[config.mk]
export PLATFORM = sky130hd
export DESIGN_NAME = mem_stage
export DESIGN_NICKNAME = d
export VERILOG_FILES = /design/src/rtl/mem_stage.sv
export SDC_FILE = /design/constraint.sdc
export NUM_CORES = 1
export LEC_CHECK = 0
export ABC_AREA = 1
export CAP_MARGIN = 20
export CORE_AREA = 2 2 139 128
export CTS_BUF_LIST = sky130_fd_sc_hd__clkbuf_4 sky130_fd_sc_hd__clkbuf_8 sky130_fd_sc_hd__clkbuf_16
export DETAILED_ROUTE_END_ITERATION = 12
export DIE_AREA = 0 0 141 130
export GPL_TIMING_DRIVEN = 0
export HOLD_SLACK_MARGIN = 0.06
export PLACE_DENSITY_LB_ADDON = 0.12
export SLEW_MARGIN = 40
export SYNTH_ARGS = -nofsm -noshare
export SYNTH_HDL_FRONTEND = slang
export SYNTH_SLANG_ARGS = --single-unit
export TNS_END_PERCENT = 100
[constraint.sdc]
create_clock -name clk -period 4.9 [get_ports clk]
set_input_delay 0.49 -clock clk [delete_from_list [all_inputs] [get_ports clk]]
set_output_delay 0.49 -clock clk [all_outputs]
set_load 0.01 [all_outputs]
[src/rtl/mem_stage.sv]
// rtl/mem_stage.sv - RV32I memory-access stage: data-memory handshake, load extension, writeback record
module mem_stage #(
  parameter int TIMEOUT = 16
) (
  input  logic        clk,
  input  logic        rst,
  input  logic        in_valid,
  output logic        in_ready,
  input  logic [31:0] pc,
  input  logic [6:0]  opcode,
  input  logic [2:0]  funct3,
  input  logic [31:0] alu_res,
  input  logic [31:0] data_rs2,
  input  logic [4:0]  rd,
  output logic        dmem_req,
  output logic        dmem_we,
  output logic [31:0] dmem_addr,
  output logic [3:0]  dmem_be,
  output logic [31:0] dmem_wdata,
  input  logic        dmem_ack,
  input  logic [31:0] dmem_rdata,
  output logic        wb_valid,
  output logic        wb_we,
  output logic [4:0]  wb_rd,
  output logic [31:0] wb_data,
  output logic        misalign,
  output logic        timeout_err
);

  localparam logic [0:0] S_IDLE = 1'b0;
  localparam logic [0:0] S_WAIT = 1'b1;

  localparam logic [6:0] OP_LOAD  = 7'b0000011;
  localparam logic [6:0] OP_STORE = 7'b0100011;
  localparam logic [6:0] OP_IMM   = 7'b0010011;
  localparam logic [6:0] OP_REG   = 7'b0110011;
  localparam logic [6:0] OP_LUI   = 7'b0110111;
  localparam logic [6:0] OP_AUIPC = 7'b0010111;
  localparam logic [6:0] OP_JAL   = 7'b1101111;
  localparam logic [6:0] OP_JALR  = 7'b1100111;

  localparam logic [7:0] CNT_LAST = 8'(TIMEOUT - 1);

  logic [0:0]  state;
  logic [7:0]  wait_cnt;
  logic        acc_load;
  logic [2:0]  acc_funct3;
  logic [1:0]  acc_off;
  logic [4:0]  acc_rd;

  logic        accept;
  logic        is_load;
  logic        is_store;
  logic        is_mem;
  logic        f3_legal;
  logic        aligned;
  logic        mem_go;
  logic        acked;
  logic        expired;
  logic [3:0]  req_be;
  logic [31:0] req_wdata;
  logic        nm_we;
  logic [31:0] nm_data;
  logic [7:0]  ld_byte;
  logic [15:0] ld_half;
  logic [31:0] load_val;

  assign in_ready = (state == S_IDLE);
  assign accept   = in_valid && in_ready;
  assign is_load  = (opcode == OP_LOAD);
  assign is_store = (opcode == OP_STORE);
  assign is_mem   = is_load || is_store;
  assign mem_go   = accept && f3_legal && aligned;

  // Ack is only honoured while a request is actually outstanding; ack beats timeout.
  assign acked    = dmem_req && dmem_ack;
  assign expired  = !acked && (wait_cnt == CNT_LAST);

  always_comb begin
    f3_legal = 1'b0;
    case (funct3)
      3'd0, 3'd1, 3'd2: f3_legal = is_mem;
      3'd4, 3'd5:       f3_legal = is_load;
      default:          f3_legal = 1'b0;
    endcase
  end

  always_comb begin
    aligned = 1'b1;
    case (funct3[1:0])
      2'b01:   aligned = !alu_res[0];
      2'b10:   aligned = (alu_res[1:0] == 2'b00);
      default: aligned = 1'b1;
    endcase
  end

  always_comb begin
    req_be    = 4'b1111;
    req_wdata = data_rs2;
    if (is_store) begin
      case (funct3[1:0])
        2'b00: begin
          req_be    = 4'b0001 << alu_res[1:0];
          req_wdata = {4{data_rs2[7:0]}};
        end
        2'b01: begin
          req_be    = 4'b0011 << alu_res[1:0];
          req_wdata = {2{data_rs2[15:0]}};
        end
        default: begin
          req_be    = 4'b1111;
          req_wdata = data_rs2;
        end
      endcase
    end
  end

  // Record for instructions that never touch memory; memory opcodes fall to the zero default.
  always_comb begin
    nm_we   = 1'b0;
    nm_data = 32'd0;
    case (opcode)
      OP_IMM, OP_REG, OP_LUI, OP_AUIPC: begin
        nm_we   = (rd != 5'd0);
        nm_data = alu_res;
      end
      OP_JAL, OP_JALR: begin
        nm_we   = (rd != 5'd0);
        nm_data = pc + 32'd4;
      end
      default: begin
        nm_we   = 1'b0;
        nm_data = 32'd0;
      end
    endcase
  end

  always_comb begin
    ld_byte  = dmem_rdata[{acc_off, 3'b000} +: 8];
    ld_half  = acc_off[1] ? dmem_rdata[31:16] : dmem_rdata[15:0];
    load_val = dmem_rdata;
    case (acc_funct3)
      3'd0:    load_val = {{24{ld_byte[7]}}, ld_byte};
      3'd1:    load_val = {{16{ld_half[15]}}, ld_half};
      3'd4:    load_val = {24'd0, ld_byte};
      3'd5:    load_val = {16'd0, ld_half};
      default: load_val = dmem_rdata;
    endcase
  end

  always_ff @(posedge clk or posedge rst) begin
    if (rst) begin
      state       <= S_IDLE;
      wait_cnt    <= 8'd0;
      acc_load    <= 1'b0;
      acc_funct3  <= 3'd0;
      acc_off     <= 2'd0;
      acc_rd      <= 5'd0;
      dmem_req    <= 1'b0;
      dmem_we     <= 1'b0;
      dmem_addr   <= 32'd0;
      dmem_be     <= 4'd0;
      dmem_wdata  <= 32'd0;
      wb_valid    <= 1'b0;
      wb_we       <= 1'b0;
      wb_rd       <= 5'd0;
      wb_data     <= 32'd0;
      misalign    <= 1'b0;
      timeout_err <= 1'b0;
    end else begin
      wb_valid    <= 1'b0;
      misalign    <= 1'b0;
      timeout_err <= 1'b0;
      case (state)
        S_IDLE: begin
          if (accept) begin
            wb_rd <= rd;
            if (mem_go) begin
              state      <= S_WAIT;
              wait_cnt   <= 8'd0;
              acc_load   <= is_load;
              acc_funct3 <= funct3;
              acc_off    <= alu_res[1:0];
              acc_rd     <= rd;
              dmem_req   <= 1'b1;
              dmem_we    <= is_store;
              dmem_addr  <= {alu_res[31:2], 2'b00};
              dmem_be    <= req_be;
              dmem_wdata <= req_wdata;
            end else begin
              wb_valid <= 1'b1;
              wb_we    <= nm_we;
              wb_data  <= nm_data;
              misalign <= is_mem && f3_legal && !aligned;
            end
          end
        end
        S_WAIT: begin
          if (acked) begin
            state    <= S_IDLE;
            dmem_req <= 1'b0;
            wb_valid <= 1'b1;
            wb_rd    <= acc_rd;
            wb_we    <= acc_load && (acc_rd != 5'd0);
            wb_data  <= acc_load ? load_val : 32'd0;
          end else if (expired) begin
            state       <= S_IDLE;
            dmem_req    <= 1'b0;
            wb_valid    <= 1'b1;
            wb_rd       <= acc_rd;
            wb_we       <= 1'b0;
            wb_data     <= 32'd0;
            timeout_err <= 1'b1;
          end else begin
            wait_cnt <= wait_cnt + 8'd1;
          end
        end
        default: begin
          state    <= S_IDLE;
          dmem_req <= 1'b0;
        end
      endcase
    end
  end

endmodule

== Word-level counts from Yosys, hierarchy flattened ==
Cells that the tools add are included.
W data, S select, Z words.

* Add/sub/neg operators: 2
* Eq/ne operators: 24
* Shifts and indexed selects: 3
* Multiplexer cells: 49
* Bitwise operators: 1
* Reductions and logical operators: 28

{| class="wikitable"
|+ Operator list
! cell !! count
|-
| $mux W32 || 6
|-
| $pmux W32 S2 || 3
|-
| $pmux W32 S4 || 1
|-
| $add A32 B3 Y32 const B || 1
|-
| $mux W8 || 4
|-
| $shiftx A32 B6 Y8 || 1
|-
| $eq A7 B6 Y1 const B || 3
|-
| $mux W1 || 21
|-
| $mux W16 || 1
|-
| $pmux W8 S2 || 1
|-
| $mux W5 || 3
|-
| $eq A7 B5 Y1 const B || 2
|-
| $eq A7 B7 Y1 const B || 2
|-
| $eq A3 B3 Y1 const B || 4
|-
| $pmux W1 S2 || 6
|-
| $pmux W5 S2 || 1
|-
| $reduce_bool A5 Y1 || 2
|-
| $reduce_and A3 Y1 || 3
|-
| $add A8 B1 Y8 const B || 1
|-
| $eq A8 B4 Y1 const B || 1
|-
| $logic_and A1 B1 Y1 || 8
|-
| $pmux W4 S2 || 1
|-
| $eq A7 B2 Y1 const B || 1
|-
| $eq A3 B1 Y1 const B || 2
|-
| 20 further kinds || 28
|}

* Flip-flop bits (word level): 129
* Input port bits: 147
* Output and inout port bits: 112
* Logic and storage cells: 124

== Depth between registers and ports, before layout ==
* Depth after elaboration: 8
* Mapped depth: 12

== Worst setup path before layout ==
OpenSTA, ideal clock, no wires.

* Path type: input -> register
* From: input port funct3[1]
* To: register wb_data[12]
* Setup time: 0.123 ns
* Arrival time: 1.655 ns
* Data required time: 4.777 ns
* Path slack: 3.122 ns
* Stages on the path: 9
* Path buffers: 1
* Cell sequence: inv_1 ha_1 nor2_1 a21oi_2 nand3_4 nand2_4 buf_2 a21oi_1 a21oi_2

* Longest elaborated chain between the ends: 7
* Elaborated cells between the ends (all ways): 15

{| class="wikitable"
|+ RTL lines
! element !! line !! source
|-
| from (decl) || 11 || <nowiki>input logic [2:0] funct3,</nowiki>
|-
| $eq A3 B1 Y1, or another cell as far along || 81 || <nowiki>case (funct3)</nowiki>
|-
| $reduce_or A3 Y1 or $reduce_or A2 Y1 (tied branches) || 81 ||
|-
| $pmux W1 S2 || 81 ||
|-
| $logic_and A1 B1 Y1 || 73 || <nowiki>assign mem_go = accept && f3_legal && aligned;</nowiki>
|-
| $logic_and A1 B1 Y1 * || 73 ||
|-
| $ne A2 B2 Y1 (no source line) * || -- ||
|-
| $reduce_and A3 Y1 (no source line) * || -- ||
|-
| to (signal assigned) || 193 || <nowiki>wb_data <= nm_data;</nowiki>
|-
| to (signal assigned) || 205 || <nowiki>wb_data <= acc_load ? load_val : 32'd0;</nowiki>
|-
| to (decl) || 25 || <nowiki>output logic [31:0] wb_data,</nowiki>
|}

Mark *: on every way between the ends. The rest lies on a longest branch, timed or not.
A chain may end at the register's enable or synchronous reset.

== Worst setup path in the final report ==
* From: register state
* To: output port in_ready

* Longest elaborated chain between the ends: 1

{| class="wikitable"
|+ RTL lines
! element !! line !! source
|-
| from (decl) || 44 || <nowiki>logic [0:0] state;</nowiki>
|-
| from (signal assigned) || 153 || <nowiki>state <= S_IDLE;</nowiki>
|-
| from (signal assigned) || 179 || <nowiki>state <= S_WAIT;</nowiki>
|-
| from (signal assigned) || 200 || <nowiki>state <= S_IDLE;</nowiki>
|-
| $not A1 Y1 (no source line) || -- ||
|-
| to (decl) || 8 || <nowiki>output logic in_ready,</nowiki>
|}

Every way passes these cells.

==> qor_table.md <==
| Metric | This run | Unit |
| --- | --- | --- |
| Outcome | complete, no violations | - |
| CP max stage cell | sky130_fd_sc_hd__clkdlybuf4s50_1 | - |
| Area contributors post-synth | sky130_fd_sc_hd__dfrtp_1, sky130_fd_sc_hd__nand2_1, sky130_fd_sc_hd__nor2_1, sky130_fd_sc_hd__nand3_1, sky130_fd_sc_hd__o21ai_0 | - |
| H-tree depth | 4 | - |
| CTS tree | done | - |
| I/O pin cnt | 259 | - |
| Synth Cell Area | 0.00779 | sq mm |
| Starting density of the core | 45.6 | % |
| Weighted congestion at the end of routability-driven global placement | 0.937 | - |
| Data required time at the worst endpoint | 4.41 | ns |
| Synth Warn # | 0 | - |
| Number of synthesized flops with an enable pin | 0 | - |
| DRC Markers | 0 | - |
| Clk root buf | sky130_fd_sc_hd__clkbuf_16 | - |
| Cell leakage power | 5.18 | nW |
| P per Cell Area | 291 | mW/mm^2 |
| Antenna violations before repair | 0 | - |
| Via count of the first global-routing pass | 8,038 | - |
| Die Wd | 141 | microns |
| Number of vias in the routed layout | 8,454 | - |
| Crit path time final | 2.79 | ns |
| Port bufs | 256 | - |
| Top cell type by total area after synthesis | sky130_fd_sc_hd__dfrtp_1 | - |
| Post-CTS setup repair buffer count | 0 | - |
| Startpoint kind of the worst setup timing path | register | - |
| Detail-routed via count per cell | 5.25 | - |
| Reg-to-reg startpoint | wait_cnt[1]$_DFFE_PP0P_ | - |
| Class of the tightest hold or removal check | input pin to async pin | - |
| CP endpoint kind | output port | - |
| Die Span Y | 130 | microns |
| Part of the Yosys area used for sequential elements | 41.4 | % |
| Max clock buf depth | 2 | - |
| Final count of negative-setup-slack endpoints | 0 | - |
| CP max FO | 10 | - |
| Mean post-synth cell area | 7.06 | sq um |
| Max-cap viol count | 0 | - |
| Most common cell on crit path | sky130_fd_sc_hd__clkbuf_1 | - |
| Drt wl/cell | 17.9 | microns |
| Worst Clk Skew | 0.0133 | ns |
| Overall overflow remaining after global route | 0 | - |
| Clock latency on the worst-skew pair | 0.44 | ns |
| Share of flip-flops with an asynchronous set or reset | 100 | % |
| Post-synthesis register bit count | 129 | - |
| Cell family contributing the most delay on the critical path | buffers and inverters | - |
| Post-synth top area share | 41.4 | % |
| Number of clock buffers inserted by TritonCTS | 17 | - |
| Hold_buf cts | 0 | - |
| Proportion of layout cells with a drive suffix above 1 | 9.77 | % |
| Wire length of the first global-routing pass | 44,600 | microns |
| Transition at the pin with the smallest max-transition slack | 0.601 | ns |
| Crit share post-route | 57.0 | % |
| Largest net degree at the start of global routing | 73 | - |
| Resized cells post-CTS | 0 | - |
| Total power consumption of the routed design | 3.29 | mW |
| Routed wire length | 28,800 | microns |
| FILL cells | 1,532 | - |
| Cell-by-cell listing of the critical path | inv_2 > clkbuf_1 > clkbuf_1 > clkdlybuf4s50_1 | - |
| TritonRoute pass-1 iters | 5 | - |
| Relative slew slack | 59.9 | % |
| Total half-perimeter wirelength after legalization and detailed placement | 22,500 | microns |
| Setup crit start | state$_DFF_PP0_ | - |
| Clock transition at the registers of the reported paths | 0.06 | ns |
| Final number of max-transition violations | 0 | - |
| Cell row count | 46 | - |
| Net count reported at finish | 1,532 | - |
| Global-route total usage across every layer | 31.9 | % |
| Full die area | 0.0183 | sq mm |
| Commonest register cell after synthesis | sky130_fd_sc_hd__dfrtp_1 | - |
| RSZ-0062 raised after global routing | false | - |
| Detailed router's first-iteration violation count | 660 | - |
| Mapped Cells | 1,103 | - |
| CP arrival | 2.30 | ns |
| Share of the core filled with cells | 66.1 | % |
| Clock Sink Count | 129 | - |
| Area of the core | 0.0171 | sq mm |
| Number of failing hold endpoints at the final stage | 0 | - |
| Critical path class | register to output port | - |
| Layout overhead on the synthesized area | 44.9 | % |
| Distinct cells, synth | 45 | - |
| Largest vdd supply drop | 0.247 | mV |
| Antenna viol nets, final | 0 | - |
| Buf/Inv on CP | 4 | - |
| Largest stage delay, worst path | 0.62 | ns |
| Achievable Freq | 358 | MHz |
registers in the layout (all words and copies together) (netlist names):
| signal | cells |
|---|---|
| dmem_addr | 30 |
| state | 1 |
| acc_off | 2 |
| wb_data | 32 |
| dmem_be | 4 |
| dmem_req | 1 |
| acc_funct3 | 3 |
| wait_cnt | 8 |
| wb_rd | 5 |
| wb_we | 1 |
| misalign | 1 |
| acc_load | 1 |
| dmem_we | 1 |
| acc_rd | 5 |
| wb_valid | 1 |
| timeout_err | 1 |
| dmem_wdata | 32 |
power by group:
group	internal [mW]	switching [mW]
Combinational	0.338	0.342
Sequential	1.16	0.0627
Clock	0.862	0.522
metrics by stage:
step                instances  hold slack (ns)  TNS [ns]  setup WS, ns  area (sq um)
floorplan                1104            0.464         0         0.969          7800
global placement         1576            0.462   -130.49         -1.03         10600
detailed placement       1577            0.465         0          2.09         10700
CTS                      1608            0.480         0          2.12         11300
global route             1608            0.490         0          1.95         11300
finish                   1610            0.465         0          2.11         11300
final timing paths:
path	slack [ns]	cells after the start	end
worst max-delay path	2.11	4	in_ready
worst max register to register	2.99	11	wb_data[16]$_DFFE_PP0P_
min in group clk	0.48	2	dmem_addr[21]$_DFFE_PP0P_
max in group asynchronous	3.70	3	misalign$_DFF_PP0_
worst min-delay path	0.46	2	dmem_addr[28]$_DFFE_PP0P_
worst min register to register	0.48	2	dmem_addr[21]$_DFFE_PP0P_
routing by layer:
layer / wire length, microns / share of wire, % / vias to the layer above / GRT usage, %
li1: - / - / 4101 / -
met1: 12900 / 45 / 3947 / 44.3
met2: 12600 / 44 / 361 / 48.8
met3: 2700 / 9.4 / 45 / 9.47
met4: 609 / 2.1 / 0 / 9.47
met5: 0 / 0 / - / 0
synthesized netlist by cell type, types with 12 or more instances:
cell type / number
sky130_fd_sc_hd__nand3_1: 65
sky130_fd_sc_hd__a21oi_1: 47
sky130_fd_sc_hd__buf_4: 12
sky130_fd_sc_hd__o21ai_0: 58
sky130_fd_sc_hd__inv_1: 75
sky130_fd_sc_hd__dfrtp_1: 129
sky130_fd_sc_hd__buf_2: 22
sky130_fd_sc_hd__nor2_1: 104
sky130_fd_sc_hd__a21oi_2: 14
sky130_fd_sc_hd__nor2_2: 14
sky130_fd_sc_hd__o21ai_1: 23
sky130_fd_sc_hd__clkbuf_1: 13
sky130_fd_sc_hd__nand2_1: 407
sky130_fd_sc_hd__o21a_1: 20
final cells by class:
type	count	area, sq um	share of cell area (%)
Multi-Input combinational cell	837	3940	34.9
Inverter	86	333	2.95
Buffer	52	305	2.70
Clock buffer	18	439	3.89
Antenna cell	2	5.00	0.0443
Clock inverter	13	185	1.64
Tap cell	216	270	2.39
Sequential cell	129	3230	28.6
Timing Repair Buffer	257	2590	22.9
kinds of logic (layout without fill, tap and decap cells):
family,after synthesis,count (layout),synth area share (%)
and+or+nand+nor,624,624,33.1
AOI/OAI and AO/OA,199,199,15.7
buffers and inverters,138,426,8.09
DFF,129,129,41.4
adders and majority gates,5,5,0.803
xor gates and xnor gates,4,4,0.450
muxes,3,3,0.385
other,1,4,0.0481
placed cells by master (no fill, tap or decap), types with 6 or more instances in the layout:
cell	count
sky130_fd_sc_hd__o22ai_1	6
sky130_fd_sc_hd__a31oi_1	6
sky130_fd_sc_hd__a21oi_1	47
sky130_fd_sc_hd__clkbuf_1	13
sky130_fd_sc_hd__o21a_1	20
sky130_fd_sc_hd__o21ai_0	58
sky130_fd_sc_hd__a21oi_2	14
sky130_fd_sc_hd__inv_2	9
sky130_fd_sc_hd__nor3_1	8
sky130_fd_sc_hd__o211ai_1	8
sky130_fd_sc_hd__inv_1	74
sky130_fd_sc_hd__o211ai_2	7
sky130_fd_sc_hd__nor2_2	14
sky130_fd_sc_hd__nor2_1	104
sky130_fd_sc_hd__nand2_1	407
sky130_fd_sc_hd__dfrtp_1	129
sky130_fd_sc_hd__buf_4	12
sky130_fd_sc_hd__nand3_1	65
sky130_fd_sc_hd__o21ai_1	23
sky130_fd_sc_hd__buf_2	22
sky130_fd_sc_hd__clkbuf_16	17
sky130_fd_sc_hd__clkdlybuf4s50_1	256
(Power assumes the default switching activity.)
